## src/rtl/irq_timer_pkg.sv

```systemverilog
// Shared definitions for the memory-mapped timer / interrupt controller:
// register offsets (word index = byte address bits 4:2), TCON bit positions,
// interrupt FSM state encoding and the "no source" SRC code.
package irq_timer_pkg;

   localparam logic [2:0] OFF_TH   = 3'd0;
   localparam logic [2:0] OFF_TL   = 3'd1;
   localparam logic [2:0] OFF_TCON = 3'd2;
   localparam logic [2:0] OFF_PEND = 3'd3;
   localparam logic [2:0] OFF_MASK = 3'd4;
   localparam logic [2:0] OFF_SRC  = 3'd5;

   localparam int TCON_EN = 0;   // count enable
   localparam int TCON_IE = 1;   // timer interrupt enable
   localparam int TCON_TF = 2;   // timer overflow status

   typedef enum logic [1:0] {
      ST_IDLE    = 2'd0,
      ST_REQ     = 2'd1,
      ST_SERVICE = 2'd2
   } irqState_e;

   localparam logic [31:0] SRC_NONE = 32'hFFFF_FFFF;

endpackage

```

## src/rtl/irq_prio_enc.sv

```systemverilog
// Masked priority encoder for the external IRQ lines.
// Ports:
//   iReq   - masked pending vector (PEND & MASK)
//   oSrc   - lowest active index k reported as k+1, SRC_NONE when idle
//   oValid - at least one request active
module irq_prio_enc
   import irq_timer_pkg::*;
#(
   parameter int NUM_EXT = 4
) (
   input  logic [NUM_EXT-1:0] iReq,
   output logic [31:0]        oSrc,
   output logic               oValid
);

   // Scan from the top down so the lowest set index is the last to assign.
   always_comb begin
      oSrc   = SRC_NONE;
      oValid = 1'b0;
      for (int k = NUM_EXT - 1; k >= 0; k--) begin
         if (iReq[k]) begin
            oSrc   = 32'(k + 1);
            oValid = 1'b1;
         end
      end
   end

endmodule

```

## src/rtl/irq_timer_ctrl.sv

```systemverilog
// Timer and interrupt controller on the MIPS data-memory bus.
// Decodes a 32-byte register window at BASE (TH, TL, TCON, PEND, MASK, SRC),
// runs a reloading 32-bit up-counter, latches rising edges on the external
// IRQ lines, and drives a level interrupt to the core through an
// IDLE -> REQ -> SERVICE handshake so the core is never re-interrupted while
// its handler runs.
// Ports:
//   clk, reset            - clock, synchronous active-high reset
//   iAddr/iMemRead/iMemWrite/iWriteData - core data bus
//   oReadData, oSel       - combinational load data and window hit
//   iExtIrq               - external requests (rising-edge sensitive)
//   iIntAck, iIntDone     - core vector-taken / handler-return pulses
//   oInterrupt            - level request to the core
module irq_timer_ctrl
   import irq_timer_pkg::*;
#(
   parameter logic [31:0] BASE    = 32'h4000_0000,
   parameter int          NUM_EXT = 4
) (
   input  logic               clk,
   input  logic               reset,
   input  logic [31:0]        iAddr,
   input  logic               iMemRead,
   input  logic               iMemWrite,
   input  logic [31:0]        iWriteData,
   output logic [31:0]        oReadData,
   output logic               oSel,
   input  logic [NUM_EXT-1:0] iExtIrq,
   input  logic               iIntAck,
   input  logic               iIntDone,
   output logic               oInterrupt
);

   logic [31:0]        th, tl;
   logic [2:0]         tcon;
   logic [NUM_EXT-1:0] pend, mask, extPrev;
   irqState_e          state, stateNext;

   logic [2:0]  off;
   logic        wrEn, ovf, anyIrq, extValid;
   logic [31:0] extSrc, src;

   // Loads have no side effects and the byte-lane bits are never decoded.
   logic unusedBits;
   assign unusedBits = ^{iMemRead, iAddr[1:0]};

   assign off   = iAddr[4:2];
   assign oSel  = (iAddr[31:5] == BASE[31:5]);
   assign wrEn  = iMemWrite & oSel;
   assign ovf   = tcon[TCON_EN] & (tl == 32'hFFFF_FFFF);

   irq_prio_enc #(.NUM_EXT(NUM_EXT)) uPrioEnc (
      .iReq   (pend & mask),
      .oSrc   (extSrc),
      .oValid (extValid)
   );

   // Timer status has priority over every external line.
   assign src    = tcon[TCON_TF] ? 32'd0 : extSrc;
   assign anyIrq = tcon[TCON_TF] | extValid;

   always_comb begin
      oReadData = 32'd0;
      if (oSel) begin
         case (off)
            OFF_TH:   oReadData = th;
            OFF_TL:   oReadData = tl;
            OFF_TCON: oReadData = {29'd0, tcon};
            OFF_PEND: oReadData = 32'(pend);
            OFF_MASK: oReadData = 32'(mask);
            OFF_SRC:  oReadData = src;
            default:  oReadData = 32'd0;
         endcase
      end
   end

   // Registers and timer. A CPU store to TL overrides count and reload;
   // a hardware overflow set of TF overrides a store clearing it, while the
   // store's enable bits still land.
   always_ff @(posedge clk) begin
      if (reset) begin
         th      <= '0;
         tl      <= '0;
         tcon    <= '0;
         pend    <= '0;
         mask    <= '0;
         extPrev <= '0;
      end else begin
         extPrev <= iExtIrq;

         if (wrEn && off == OFF_TH) th <= iWriteData;

         if (wrEn && off == OFF_TL)  tl <= iWriteData;
         else if (ovf)               tl <= th;
         else if (tcon[TCON_EN])     tl <= tl + 32'd1;

         if (wrEn && off == OFF_TCON) begin
            tcon <= iWriteData[2:0];
            if (ovf && tcon[TCON_IE]) tcon[TCON_TF] <= 1'b1;
         end else if (ovf && tcon[TCON_IE]) begin
            tcon[TCON_TF] <= 1'b1;
         end

         // W1C first, then new edges OR in so a same-cycle edge survives.
         if (wrEn && off == OFF_PEND)
            pend <= (pend & ~iWriteData[NUM_EXT-1:0]) | (iExtIrq & ~extPrev);
         else
            pend <= pend | (iExtIrq & ~extPrev);

         if (wrEn && off == OFF_MASK) mask <= iWriteData[NUM_EXT-1:0];
      end
   end

   always_ff @(posedge clk) begin
      if (reset) state <= ST_IDLE;
      else       state <= stateNext;
   end

   always_comb begin
      stateNext  = state;
      oInterrupt = 1'b0;
      case (state)
         ST_IDLE: begin
            if (anyIrq) stateNext = ST_REQ;
         end
         ST_REQ: begin
            oInterrupt = 1'b1;
            if (iIntAck)      stateNext = ST_SERVICE;
            else if (!anyIrq) stateNext = ST_IDLE;   // software withdrew it
         end
         ST_SERVICE: begin
            if (iIntDone) stateNext = anyIrq ? ST_REQ : ST_IDLE;
         end
         default: stateNext = ST_IDLE;
      endcase
   end

endmodule
```

## config.mk

```make
export PLATFORM = sky130hd
export DESIGN_NAME = irq_timer_ctrl
export DESIGN_NICKNAME = d
export VERILOG_FILES = /design/src/rtl/irq_timer_pkg.sv /design/src/rtl/irq_prio_enc.sv /design/src/rtl/irq_timer_ctrl.sv
export SDC_FILE = /design/constraint.sdc
export NUM_CORES = 1
export LEC_CHECK = 0
export ABC_AREA = 0
export BUFFER_PORTS_ARGS = -buffer_cell sky130_fd_sc_hd__buf_2
export CAP_MARGIN = 25
export CORE_ASPECT_RATIO = 1.4
export CORE_UTILIZATION = 42
export DETAILED_ROUTE_END_ITERATION = 7
export MAX_ROUTING_LAYER = met4
export SLEW_MARGIN = 10
export SYNTH_ARGS = -nofsm -noshare
export SYNTH_HDL_FRONTEND = slang
export SYNTH_SLANG_ARGS = --single-unit
```

## constraint.sdc

```tcl
create_clock -name clk -period 4.6 [get_ports clk]
set_input_delay 0.92 -clock clk [delete_from_list [all_inputs] [get_ports clk]]
set_output_delay 0.92 -clock clk [all_outputs]
set_load 0.02 [all_outputs]
```

==> impl_summary.md <==
Floorplanning
The initial standard-cell utilization of the core is a little over two fifths. The die is 94.72 um wide. The number of standard-cell rows in the floorplan is 47. In this run the count of I/O pins placed on the die edge is between 100 and 150. The die covers about 12000 um2. The height of the die is between 100 and 150 um. The total area inside the core boundary comes to roughly 12000 um2.

Timing
Setup violations remaining at the end of the flow were counted as 0. The final number of hold-violating endpoints is 0. The maximum clock frequency is between 0.2 and 0.3 GHz. Setup repair after global routing left no endpoint under its margin. The sum of negative setup slack is 0 ns. The routed design could run at a clock period as short as between 3 and 4 ns. At the pin with the least slew margin, the transition time is between 0.9 and 1 ns. Across the routed clock network, the largest skew measured is between 0.005 and 0.006 ns. The count of pins over their slew limit is 0. The max-slew headroom at the worst pin is 37.97%. The post-route worst setup slack is between 0.9 and 1 ns. Of the available clock period, the critical path in the final layout requires between 70% and 80%.

Power and ir drop
The fraction of power consumed by the clock network is roughly half. The analysis attributes to cell leakage a power of around 2.2 nW. Combinational logic is responsible for 6.3% of the overall power.

Dividing total power by cell area gives a power density of about 270 nW/um2. The net switching power figure is between 0.0003 and 0.0004 W. The largest vdd supply drop is 0.1870 mV. In this run switching power makes up 23.19% of total power. Cell internal power was estimated by the tool at 0.001238 W. In this run, flip-flops and latches consume 44.0% of the power.

Place
Buffers placed on the I/O ports in this run total approximately 100. Once placement completed, the tool counted placed cells totaling just under 900. Timing analysis after detailed placement gives a worst setup slack of 0.9975 ns. The placed instances occupy a cell area of 5545 um2. The weighted congestion reported at the end of routability-driven placement is between 0.9 and 1.

The detailed placement HPWL is between 10000 and 15000 um.

Outcome
The run finished with clean final reports.

Synth
The sequential share of the synthesized area is between 30% and 40%. The parity-gate share of the synthesized area counting xor and xnor cells is about 4%. The total standard cell area after synthesis is 5055 um2. The area share of fa/ha/maj cells after synthesis is less than 1%. The Yosys warning count is 0. The synthesized netlist devotes 22.62% of its cell area to compound gates. Ranked by instance count, the synthesized netlist is headed by nand2_1 (99), dfxtp_1 (81), a21oi_1 (80). The post-synthesis instance total is approximately 660.

The synthesized net count is roughly 740. After Yosys synthesis, and, or, nand and nor cells account for between 20% and 30% of the synthesized area. The fraction of synthesized cell area taken by the top area cell type is between 30 and 40%. Sorting the synthesized cells by area gives the leading types as dfxtp_1 (32%), a21oi_1 (7.9%), nand2_1 (7.4%). Averaged over all synthesized cells, the footprint is ~7.6 um2.

The most instantiated library cell after synthesis is nand2_1. The multiplexer fraction of the synthesized cell area is 4.752%. The fraction of registers with async set/reset is 0%.

Summed over all instances, the cell type with the most area after synthesis is dfxtp_1. In this run, synthesis produced a sequential element count of 81. The primary flip-flop cell chosen by synthesis mapping is dfxtp_1. The main combinational cell family by area after synthesis is simple AND/OR/NAND/NOR gates. The number of enable flip-flop cells after synthesis is 0.

The number of distinct library cells after synthesis is 60.

Setup path
The largest single stage delay on the critical path is 0.39 ns. Data on the critical path arrives at its endpoint at approximately 2.7 ns. The critical path endpoint category is an output port. The cell seen most often among critical-path stages is buf_2. The total buffers and inverters traversed by the critical path is 4. Traced cell by cell, the critical path runs through buf_2 -> nor4bb_1 -> nand2b_1 -> inv_1 -> and3_1 -> buf_4 -> a221oi_1 -> nor2_1 -> buf_2. STA classifies the critical path startpoint as a primary input. The kind of cell adding the most delay to the critical path is buffers and inverters.

The maximum net fanout on the critical path is 29. STA puts the critical path data required time at between 3 and 4 ns. The slowest stage of the critical path is the nor4bb_1 cell. The critical path start-end classification is primary input to output port.

Final layout
The net count reported at finish is around 810. In the final layout, the share of cells above drive strength 1 is about a fifth. The number of fillers in the final layout is ~1200. The repair_antennas step left the layout with diodes totalling 0. The utilization of the core after routing is 49.94%. The area taken by flip-flops and latches is 1622 um2. Once layout is done, the placed cells without fillers occupy 5873 um2. Summing all multi-input logic gate instances after layout gives 3075 um2. The finished layout holds just under 900 standard cells, fillers aside. The area overhead of the layout relative to synthesis is 16.19%.

CTS
Once the clock tree was built, the resizer swapped 0 gates to a different size. In this run, post-CTS hold repair placed 0 buffers. TritonCTS built the clock tree. Post-CTS timing repair inserted 0 buffers for setup. Counting along the longest clock path gives a buffer depth of 2.

The H-tree generated during clock tree synthesis spans 3 levels. The clock-pin transition on the worst setup and hold timing paths is roughly 0.06 ns. The tree built by TritonCTS fans out to a little over 80 sinks. The number of buffers inserted during clock tree synthesis is 9. At the later pin of the worst-skew pair, clock insertion delay measures ~0.34 ns. The cell sitting at the root of the clock tree is a clkbuf_16.

Global routing
The number of global-route vias before repair was slightly above 5000. The first global-routing pass estimated between 20000 and 30000 um of wire. Entering global routing, the biggest net connects 39 pins. Global routing consumed, over all layers together, roughly 27% of the routing resources. The initial antenna violation count was 0. Summed over all layers, the global routing overflow is 0.

Drt
Dividing the detail-routed wire length by the instance count gives roughly 18 um. Once detail routing completed, the nets flagged for antenna violations numbered 0. After detailed routing, the number of remaining DRC violations is 0. The number of detailed-routing iterations run before antenna repair is 6. The via-per-instance ratio is just under 6.

Summing over every cut layer, the via total after detailed routing is between 5000 and 6000. The routed design has 15800 um of wire. After the first detailed-routing iteration, the DRC count stood at roughly 310.

Flow run
Across the run, the number of max-cap violations was 0.

Worst hold path
The path category of the worst min-delay check is flop to flop.
[tightest hold or removal path, stage by stage (launching register included)]
cell     delay [ns]
dfxtp_1        0.32
nand2_1        0.05
a21oi_1        0.05
[cell usage in the layout, fill, tap and decap left out, types with 11 or more instances in the layout]
cell type	synthesis	layout
a21oi_1	80	80
a221oi_1	29	29
buf_2	7	104
buf_4	6	13
dfxtp_1	81	81
mux2i_1	15	15
nand2_1	99	99
nand3_1	23	23
nand4_1	20	20
nor2_1	73	73
nor4_1	11	11
o21ai_0	13	13
xnor2_1	13	13
[stage by stage]
step	hold WS, ns	total power (W)
after floorplan	0.4417	0.0007721
after global placement	0.4547	0.0008254
after detailed placement	0.4605	0.0008261
after CTS	0.4672	0.001625
after global routing	0.4926	0.001671
final	0.4679	0.001612
[metal layers]
metal / global-route usage (%) / up-vias / share of wire, %
met5: - / - / 0
met4: 11.95 / 0 / 3.5
met3: 4.671 / 40 / 5.0
met2: 45.16 / 164 / 50
met1: 31.49 / 2519 / 41
li1: - / 2549 / -
[power groups by stage]
stage	sequential [W]	clock (W)	combinational [W]
6_report	0.000709	0.000801	0.000102
5_1_grt	0.000709	0.000850	0.000111
4_1_cts	0.000709	0.000815	0.000101
3_5_place_dp	0.000725	0	0.000101
3_3_place_gp	0.000725	0	0.000100
2_1_floorplan	0.000724	0	0.0000484
[kinds of logic after synthesis]
logic type      count (synthesis)
simple gates                  293
flops                          81
xor+xnor                       23
fa+ha+maj                       1
mux                            22
buf+inv                        65
compound gates                176
[layout make-up]
| cell class | count | share of cell area (%) |
|---|---|---|
| multi-input cells | 515 | 52.36 |
| inverters | 7 | 0.4474 |
| clock inverters | 6 | 1.513 |
| flip-flops and latches | 81 | 27.61 |
| well taps | 147 | 3.132 |
| repair buffers | 118 | 10.86 |
| clock buffers | 10 | 4.069 |
[flip-flops by register name, indices dropped and copies added (netlist names)]
signal and flops:
pend 4, th 32, tl 32, extPrev 4, state 2, tcon 3
mask 4
[worst paths after layout]
path | from | endpoint | slack [ns] | cells after the start
worst max-delay path | iAddr[2] | oReadData[11] | 0.98 | 9
worst min-delay path | th[11] | th[11] | 0.47 | 2
worst max register to register | tl[0] | tl[8] | 1.81 | 7
worst min register to register | th[11] | th[11] | 0.47 | 2
Power figures use the tool's default switching activity.
